==> src/rtl/fall_detect_multistage.sv <==
// Fall detector: 2-stage |a|^2 pipeline feeding a sample-timed free-fall/impact/stillness FSM.
// Decision 3 edges after the data_valid edge; no backpressure, accepts one sample per clock.
module fall_detect_multistage #(
  parameter int DATA_W           = 16,
  parameter int SAMPLE_RATE_HZ   = 50,
  parameter int FREEFALL_MIN_MS  = 100,
  parameter int IMPACT_WINDOW_MS = 500,
  parameter int STILL_TIME_MS    = 300,
  parameter int COOLDOWN_MS      = 1000,
  parameter int REQUIRE_FREEFALL = 1,
  parameter int CNT_W            = 16
) (
  input  logic                       clk,
  input  logic                       rst_n,
  input  logic                       enable,
  input  logic                       data_valid,
  input  logic signed [DATA_W-1:0]   ax,
  input  logic signed [DATA_W-1:0]   ay,
  input  logic signed [DATA_W-1:0]   az,
  input  logic        [2*DATA_W-1:0] freefall_thresh_sq,
  input  logic        [2*DATA_W-1:0] impact_thresh_sq,
  input  logic        [2*DATA_W-1:0] still_thresh_sq,
  input  logic                       alarm_ack,
  output logic                       fall_pulse,
  output logic                       alarm_latched,
  output logic        [CNT_W-1:0]    fall_count,
  output logic        [2*DATA_W-1:0] mag_sq_o,
  output logic                       mag_valid_o,
  output logic        [2:0]          state_o
);

  localparam int MW = 2 * DATA_W;

  localparam int FF_RAW  = (FREEFALL_MIN_MS * SAMPLE_RATE_HZ) / 1000;
  localparam int IMP_RAW = (IMPACT_WINDOW_MS * SAMPLE_RATE_HZ) / 1000;
  localparam int ST_RAW  = (STILL_TIME_MS * SAMPLE_RATE_HZ) / 1000;
  localparam int CD_RAW  = (COOLDOWN_MS * SAMPLE_RATE_HZ) / 1000;
  localparam int FF_N    = (FF_RAW < 1) ? 1 : FF_RAW;
  localparam int IMP_N   = (IMP_RAW < 1) ? 1 : IMP_RAW;
  localparam int STILL_N = (ST_RAW < 1) ? 1 : ST_RAW;
  // A zero cooldown means the confirm goes straight back to IDLE.
  localparam int CD_N    = (COOLDOWN_MS == 0) ? 0 : ((CD_RAW < 1) ? 1 : CD_RAW);

  localparam int MAX_AB = (FF_N > IMP_N) ? FF_N : IMP_N;
  localparam int MAX_CD = (STILL_N > CD_N) ? STILL_N : CD_N;
  localparam int MAX_N  = (MAX_AB > MAX_CD) ? MAX_AB : MAX_CD;
  localparam int CW     = $clog2(MAX_N + 1);

  localparam logic [CW-1:0] FF_NC    = CW'(FF_N);
  localparam logic [CW-1:0] IMP_NC   = CW'(IMP_N);
  localparam logic [CW-1:0] STILL_NC = CW'(STILL_N);
  localparam logic [CW-1:0] CD_NC    = CW'(CD_N);

  typedef enum logic [2:0] {
    S_IDLE        = 3'd0,
    S_FREEFALL    = 3'd1,
    S_IMPACT_WAIT = 3'd2,
    S_STILL       = 3'd3,
    S_COOLDOWN    = 3'd4
  } state_e;

  logic signed [MW-1:0] ax_e, ay_e, az_e;
  logic [MW-1:0]        sqx_q, sqy_q, sqz_q;
  logic                 sq_vld_q;
  logic [MW-1:0]        mag_q;
  logic                 mag_vld_q;

  state_e               state_q, state_d;
  logic [CW-1:0]        cnt_q, cnt_d, cnt_inc;
  logic                 confirm;
  logic                 pulse_q;
  logic                 alarm_q;
  logic [CNT_W-1:0]     count_q;

  assign ax_e = MW'(ax);
  assign ay_e = MW'(ay);
  assign az_e = MW'(az);

  // Sum of three squares tops out at 3*2^(MW-2), so MW bits never overflow.
  always_ff @(posedge clk or negedge rst_n) begin
    if (!rst_n) begin
      sqx_q     <= '0;
      sqy_q     <= '0;
      sqz_q     <= '0;
      sq_vld_q  <= 1'b0;
      mag_q     <= '0;
      mag_vld_q <= 1'b0;
    end else begin
      sq_vld_q  <= data_valid;
      mag_vld_q <= sq_vld_q;
      if (data_valid) begin
        sqx_q <= $unsigned(ax_e * ax_e);
        sqy_q <= $unsigned(ay_e * ay_e);
        sqz_q <= $unsigned(az_e * az_e);
      end
      if (sq_vld_q) mag_q <= sqx_q + sqy_q + sqz_q;
    end
  end

  assign cnt_inc = cnt_q + CW'(1);

  always_comb begin
    state_d = state_q;
    cnt_d   = cnt_q;
    confirm = 1'b0;
    if (!enable) begin
      state_d = S_IDLE;
      cnt_d   = '0;
    end else if (mag_vld_q) begin
      case (state_q)
        S_IDLE: begin
          if (REQUIRE_FREEFALL != 0) begin
            if (mag_q < freefall_thresh_sq) begin
              state_d = S_FREEFALL;
              cnt_d   = CW'(1);
            end
          end else if (mag_q > impact_thresh_sq) begin
            state_d = S_STILL;
            cnt_d   = '0;
          end
        end
        S_FREEFALL: begin
          if (mag_q < freefall_thresh_sq) begin
            if (cnt_q < FF_NC) cnt_d = cnt_inc;
          end else if (cnt_q < FF_NC) begin
            state_d = S_IDLE;
            cnt_d   = '0;
          end else if (mag_q > impact_thresh_sq) begin
            state_d = S_STILL;
            cnt_d   = '0;
          end else begin
            state_d = S_IMPACT_WAIT;
            cnt_d   = CW'(1);
          end
        end
        S_IMPACT_WAIT: begin
          if (mag_q > impact_thresh_sq) begin
            state_d = S_STILL;
            cnt_d   = '0;
          end else if (cnt_q == IMP_NC) begin
            state_d = S_IDLE;
            cnt_d   = '0;
          end else begin
            cnt_d = cnt_inc;
          end
        end
        S_STILL: begin
          if (mag_q >= still_thresh_sq) begin
            state_d = S_IDLE;
            cnt_d   = '0;
          end else if (cnt_inc == STILL_NC) begin
            confirm = 1'b1;
            state_d = (CD_N == 0) ? S_IDLE : S_COOLDOWN;
            cnt_d   = '0;
          end else begin
            cnt_d = cnt_inc;
          end
        end
        S_COOLDOWN: begin
          if (cnt_inc == CD_NC) begin
            state_d = S_IDLE;
            cnt_d   = '0;
          end else begin
            cnt_d = cnt_inc;
          end
        end
        default: begin
          state_d = S_IDLE;
          cnt_d   = '0;
        end
      endcase
    end
  end

  always_ff @(posedge clk or negedge rst_n) begin
    if (!rst_n) begin
      state_q <= S_IDLE;
      cnt_q   <= '0;
      pulse_q <= 1'b0;
      alarm_q <= 1'b0;
      count_q <= '0;
    end else begin
      state_q <= state_d;
      cnt_q   <= cnt_d;
      pulse_q <= confirm;
      // A confirm on the same edge as an acknowledge keeps the alarm set.
      alarm_q <= confirm | (alarm_q & ~alarm_ack);
      if (confirm && (count_q != {CNT_W{1'b1}})) count_q <= count_q + CNT_W'(1);
    end
  end

  assign fall_pulse    = pulse_q;
  assign alarm_latched = alarm_q;
  assign fall_count    = count_q;
  assign mag_sq_o      = mag_q;
  assign mag_valid_o   = mag_vld_q;
  assign state_o       = state_q;

endmodule
==> config.mk <==
export PLATFORM = sky130hd
export DESIGN_NAME = fall_detect_multistage
export DESIGN_NICKNAME = d
export VERILOG_FILES = /design/src/rtl/fall_detect_multistage.sv
export SDC_FILE = /design/constraint.sdc
export NUM_CORES = 2
export LEC_CHECK = 0
export CAP_MARGIN = 30
export CORE_ASPECT_RATIO = 0.75
export CORE_MARGIN = 2
export CORE_UTILIZATION = 40
export DETAILED_ROUTE_END_ITERATION = 10
export PLACE_DENSITY_LB_ADDON = 0.25
export SYNTH_ARGS = -nofsm -noshare
export SYNTH_HDL_FRONTEND = slang
export SYNTH_SLANG_ARGS = --single-unit
==> constraint.sdc <==
create_clock -name clk -period 3.96 [get_ports clk]
set_input_delay 0.594 -clock clk [delete_from_list [all_inputs] [get_ports clk]]
set_output_delay 0.594 -clock clk [all_outputs]
set_load 0.02 [all_outputs]
-- Word level (Yosys, flattened, before mapping)
Cells that the tools add are included.
W data, S select, Z words.
- magnitude comparators: 4
- multiplexer cells: 30
- bitwise gates (word level): 3
- reduce and logical (&&, ||, !) cells: 4
- eq/ne operators: 15
- add/subtract/negate cells: 4
- $mul: 3
- operator list (cell ; number):
    $mul A16 B16 Y32 ; 3
    $add A32 B32 Y32 ; 2
    $mux W6 ; 10
    $ge A32 B32 Y1 ; 1
    $gt A32 B32 Y1 ; 1
    $lt A32 B32 Y1 ; 1
    $pmux W6 S5 ; 1
    $mux W3 ; 9
    $add A16 B1 Y16 const B ; 1
    $ne A16 B16 Y1 const B ; 1
    $pmux W3 S5 ; 1
    $ne A4 B4 Y1 const B ; 3
    $ne A3 B3 Y1 const B ; 3
    $mux W1 ; 8
    $add A6 B1 Y6 const B ; 1
    $eq A3 B2 Y1 const B ; 2
    $eq A6 B4 Y1 const B ; 1
    $eq A6 B5 Y1 const B ; 1
    $eq A6 B6 Y1 const B ; 1
    $lt A6 B3 Y1 const B ; 1
    $reduce_and A6 Y1 ; 1
    $eq A3 B1 Y1 const B ; 1
    $eq A3 B3 Y1 const B ; 1
    $logic_not A3 Y1 ; 1
    7 further kinds ; 7
- register bits after elaboration: 157
- bits of input ports: 149
- output and inout port bits: 54
- word-level logic and storage cells: 74

-- Longest topological paths before layout
- depth after elaboration: 8
- gate-level depth with buffers: 25
- depth with buffers taken out: 24

-- Worst setup path before layout
OpenSTA, ideal clock, no wires.
- path kind: input-to-reg
- from: input ax[1]
- to: register sqx_q[31]
- setup slack: -2.599 ns
- arrival time: 6.434 ns
- cell stages on the path: 23
- library setup time: 0.125 ns
- path through: clkbuf_1 clkbuf_1 nand2_1 fa_1 fa_1 fa_1 inv_1 fa_1 fa_1 inv_1 fa_1 inv_1 ha_1 clkbuf_2 and4_1 a31oi_1 o21ai_2 o41ai_2 o221ai_2 a211oi_1 o31ai_1 xnor2_1 mux2_2
- word-level cells in the longest chain between the ends: 1
- ends and longest elaborated chain (element ; line ; source):
    start, declared ; 17 ; input logic signed [DATA_W-1:0] ax,
    $mul A16 B16 Y32 ; 92 ; sqx_q <= $unsigned(ax_e * ax_e);
    end signal, assigned ; 92 ;
    end, declared ; 63 ; logic [MW-1:0] sqx_q, sqy_q, sqz_q;
Every way passes these cells.
A chain may end at the register's enable or synchronous reset.

-- Final worst setup path
- from: input az[1]
- to: register sqz_q[29]
- word-level cells in the longest chain between the ends: 1
- ends and longest elaborated chain (element ; line ; source):
    start, declared ; 19 ; input logic signed [DATA_W-1:0] az,
    $mul A16 B16 Y32 ; 94 ; sqz_q <= $unsigned(az_e * az_e);
    end signal, assigned ; 94 ;
    end, declared ; 63 ;
Every way passes these cells.

==> run_results.csv <==
group,metric,value,unit
status,status,"complete, but fails checks",
status,violations,"negative setup slack",
floorplanning,chipWidth,357,um
sta,tns,-110.70,ns
synthesis,ys_async_sr_fraction,100,%
floorplanning,die_h,268,um
route,routed_via_density,4.81,
synthesis,ys_seq_elements,154,
setup_path,crit_arrival,6.29,ns
route,dr.first_iter.drc_count,1645,
final_layout,fin_cells,6079,
synthesis,synth_top_flop_cell,"dfrtp_1",
sta,clock.fmax,0.168,GHz
placement,hpwl,84000,um
global_route,antenna_found_initial,1,
synthesis,synth_top_area_share,39.3,%
global_route,grt_first_pass_wirelength,166000,um
sta,slew_violations,0,
clock_network,htree_levels,4,
setup_path,path_buf_inv,7,
worst_hold_path,worstHoldPathType,"in2async",
clock_network,clk_latency,0.45,ns
synthesis,synth_cell_types,79,
sta,holdWs,0.209,ns
synthesis,synth_edf_count,0,
setup_path,crit_top_cell,"fa_1",
global_route,grt_max_degree,87,
placement,gp_routability_congestion,0.908,
setup_path,critPathCaptureType,"flop",
synthesis,yosysWarningCount,0,
setup_path,path_delay_family,"adder cells",
synthesis,synthCells,3941,
floorplanning,std_cell_rows,96,
final_layout,final_cell_mix,"inv_1 (974), fa_1 (678), buf_4 (614), ha_1 (337), nand2_1 (244)",
sta,rsz0062_at_grt,"yes",
sta,period_share,150,%
floorplanning,design.core.area,91900,um2
clock_network,cts_inserted_buffers,17,
final_layout,final_common_cell,"inv_1",
final_layout,antenna_cells,0,
sta,layout_min_cycle_time,5.95,ns
sta,setup_slack,-1.99,ns
clock_network,ctsRootBufferMaster,"clkbuf_16",
run,maxCapViolations,0,
route,vias,29223,
setup_path,crit_chain,"buf_12 -> buf_12 -> and2_4 -> fa_1 -> inv_2 -> fa_1 -> fa_1 -> inv_1 -> fa_1 -> fa_1 -> inv_1 -> fa_1 -> inv_2 -> ha_4 -> and3_4 -> nand4_1 -> buf_4 -> or3_4 -> a21oi_2 -> o41a_1 -> a211o_1 -> a21oi_2 -> xnor2_1 -> mux2_4",
route,ant_nets,0,
synthesis,avgSynthCellArea,9.46,um2
floorplanning,dieArea,95700,um2
clock_network,cts_sinks,154,
setup_path,crit_type,"in2reg",
sta,finalSetupViolCount,75,
global_route,overflow,0,
global_route,grt_pass1_vias,31460,
global_route,grt_use_total,21.8,%
setup_path,critPathLaunchType,"input pin",
sta,finalHoldViolations,0,
synthesis,ys_seq_area_share,10.3,%
route,totalWireLength,101000,um
floorplanning,io_pins,203,
placement,dp_cells,5899,
floorplanning,initial_core_util,40.6,%
final_layout,fin_nets,6121,
synthesis,yosys-top-cells-area,"fa_1 (39%), ha_1 (13%), inv_1 (11%)",
setup_path,cp_max_fo,4,
sta,fin_worst_skew,0.0101,ns
sta,worstMarginPinSlew,0.948,ns
placement,portBuffers,202,
route,drt_first_pass_iters,5,
synthesis,yosysTopAreaCell,"fa_1",
final_layout,area_growth,36.0,%
clock_network,cts_buffer_depth,2,
setup_path,worstPathRequired,4.30,ns
final_layout,layout-drive-gt1-share,30.6,%
clock_network,cts_tree,"done",
clock_network,ctsHoldBuffers,0,
route,wl_per_cell,16.6,um
route,route.detailed.drc,0,
setup_path,max_stage_delay,0.55,ns
synthesis,syn_area,37300,um2
clock_network,clk_pin_slew,0.07,ns
sta,slew_headroom,36.8,%
setup_path,worst_path_max_delay_cell,"fa_1",
worst reg2reg max path: stages, from the launching register on:
cell,delay (ns)
dfrtp_1,0.42
fa_1,0.50
ha_1,0.41
nand3_1,0.10
a211oi_1,0.51
a2111oi_4,0.18
nor3_1,0.41
o2111ai_1,0.22
a31oi_1,0.27
nor2_1,0.09
xnor2_1,0.17
mux2_2,0.28
cells by family (layout without fill, tap and decap cells):
logic type	Yosys count	after routing	synth area share (%)
buffers and inverters	1159	2070	11.7
adder cells (fa/ha/maj)	1131	1131	52.7
AND/OR/NAND/NOR	771	771	9.84
AO/OA/AOI/OAI	461	461	8.63
XOR/XNOR	169	169	3.97
flip-flops	154	154	10.3
multiplexers	95	95	2.84
other	1	3	0.0101
stage by stage:
step	setup slack [ns]	util, %	instance area [um2]
after floorplan	-2.09	-	38400
after global placement	-2.93	50.2	46100
after detailed placement	-3.02	50.2	46100
after CTS	-2.14	53.7	49400
after global routing	-2.11	55.2	50700
final	-1.99	55.2	50700
layout make-up:
type	instances	area, um2
Clock inverter	13	135
Clock buffer	19	443
Inverter	1065	4010
Multi-Input combinational cell	2630	31900
Timing Repair Buffer	973	8810
Sequential cell	154	3850
Fill cell	8077	41200
Tap cell	1225	1530
worst paths after layout:
| check | startpoint | endpoint | slack, ns | cells after the start |
|---|---|---|---|---|
| worst max-delay path | az[1] | sqz_q[29]$_DFFE_PN0P_ | -1.99 | 24 |
| worst min-delay path | rst_n | mag_sq_o[0]$_DFFE_PN0P_ | 0.21 | 1 |
| worst max register to register | sqx_q[10]$_DFFE_PN0P_ | mag_sq_o[28]$_DFFE_PN0P_ | 0.27 | 11 |
| worst min register to register | alarm_latched$_DFF_PN0_ | alarm_latched$_DFF_PN0_ | 0.49 | 1 |
| max in group asynchronous | rst_n | fall_count[12]$_DFFE_PN0P_ | 2.87 | 2 |
| min in group clk | data_valid | sq_vld_q$_DFF_PN0_ | 0.46 | 1 |
metal layers:
metal / GRT usage, % / vias up / share of wire (%)
met5: 0 / - / 0.013
li1: - / 13936 / -
met3: 2.89 / 69 / 4.9
met2: 34.3 / 595 / 45
met4: 3.20 / 2 / 1.3
met1: 32.7 / 14621 / 49
cell usage after synthesis, types with 23 or more instances:
library cell,instances
xor2_1,38
nor2_1,149
clkbuf_1,89
nand2_1,301
nor3_1,32
mux2_2,87
xnor2_1,131
inv_1,1063
fa_1,732
a21o_1,87
dfrtp_1,154
o21ai_0,61
o21a_1,23
ha_1,399
nand3_1,37
a211oi_1,24
a21oi_1,114
and2_1,121
nand4_1,25
sequential cells by signal, summed over array words and instances, names as in the netlist:
signal / count
sqy_q: 31
mag_valid_o: 1
alarm_latched: 1
state_o: 3
cnt_q: 6
fall_count: 16
fall_pulse: 1
sq_vld_q: 1
sqx_q: 31
mag_sq_o: 32
sqz_q: 31
what timing repair did:
| item | in CTS | in global routing |
|---|---|---|
| resized for setup | 587 | 310 |
| setup buffers | 124 | 48 |
| gates cloned | 11 | 0 |
| pin swaps | 256 | 200 |
| endpoints found under the setup margin | 81 | 79 |
Power is left out: the tool's default activity adds up to more than one toggle a clock period on the data nets, which glitch-free logic cannot reach.
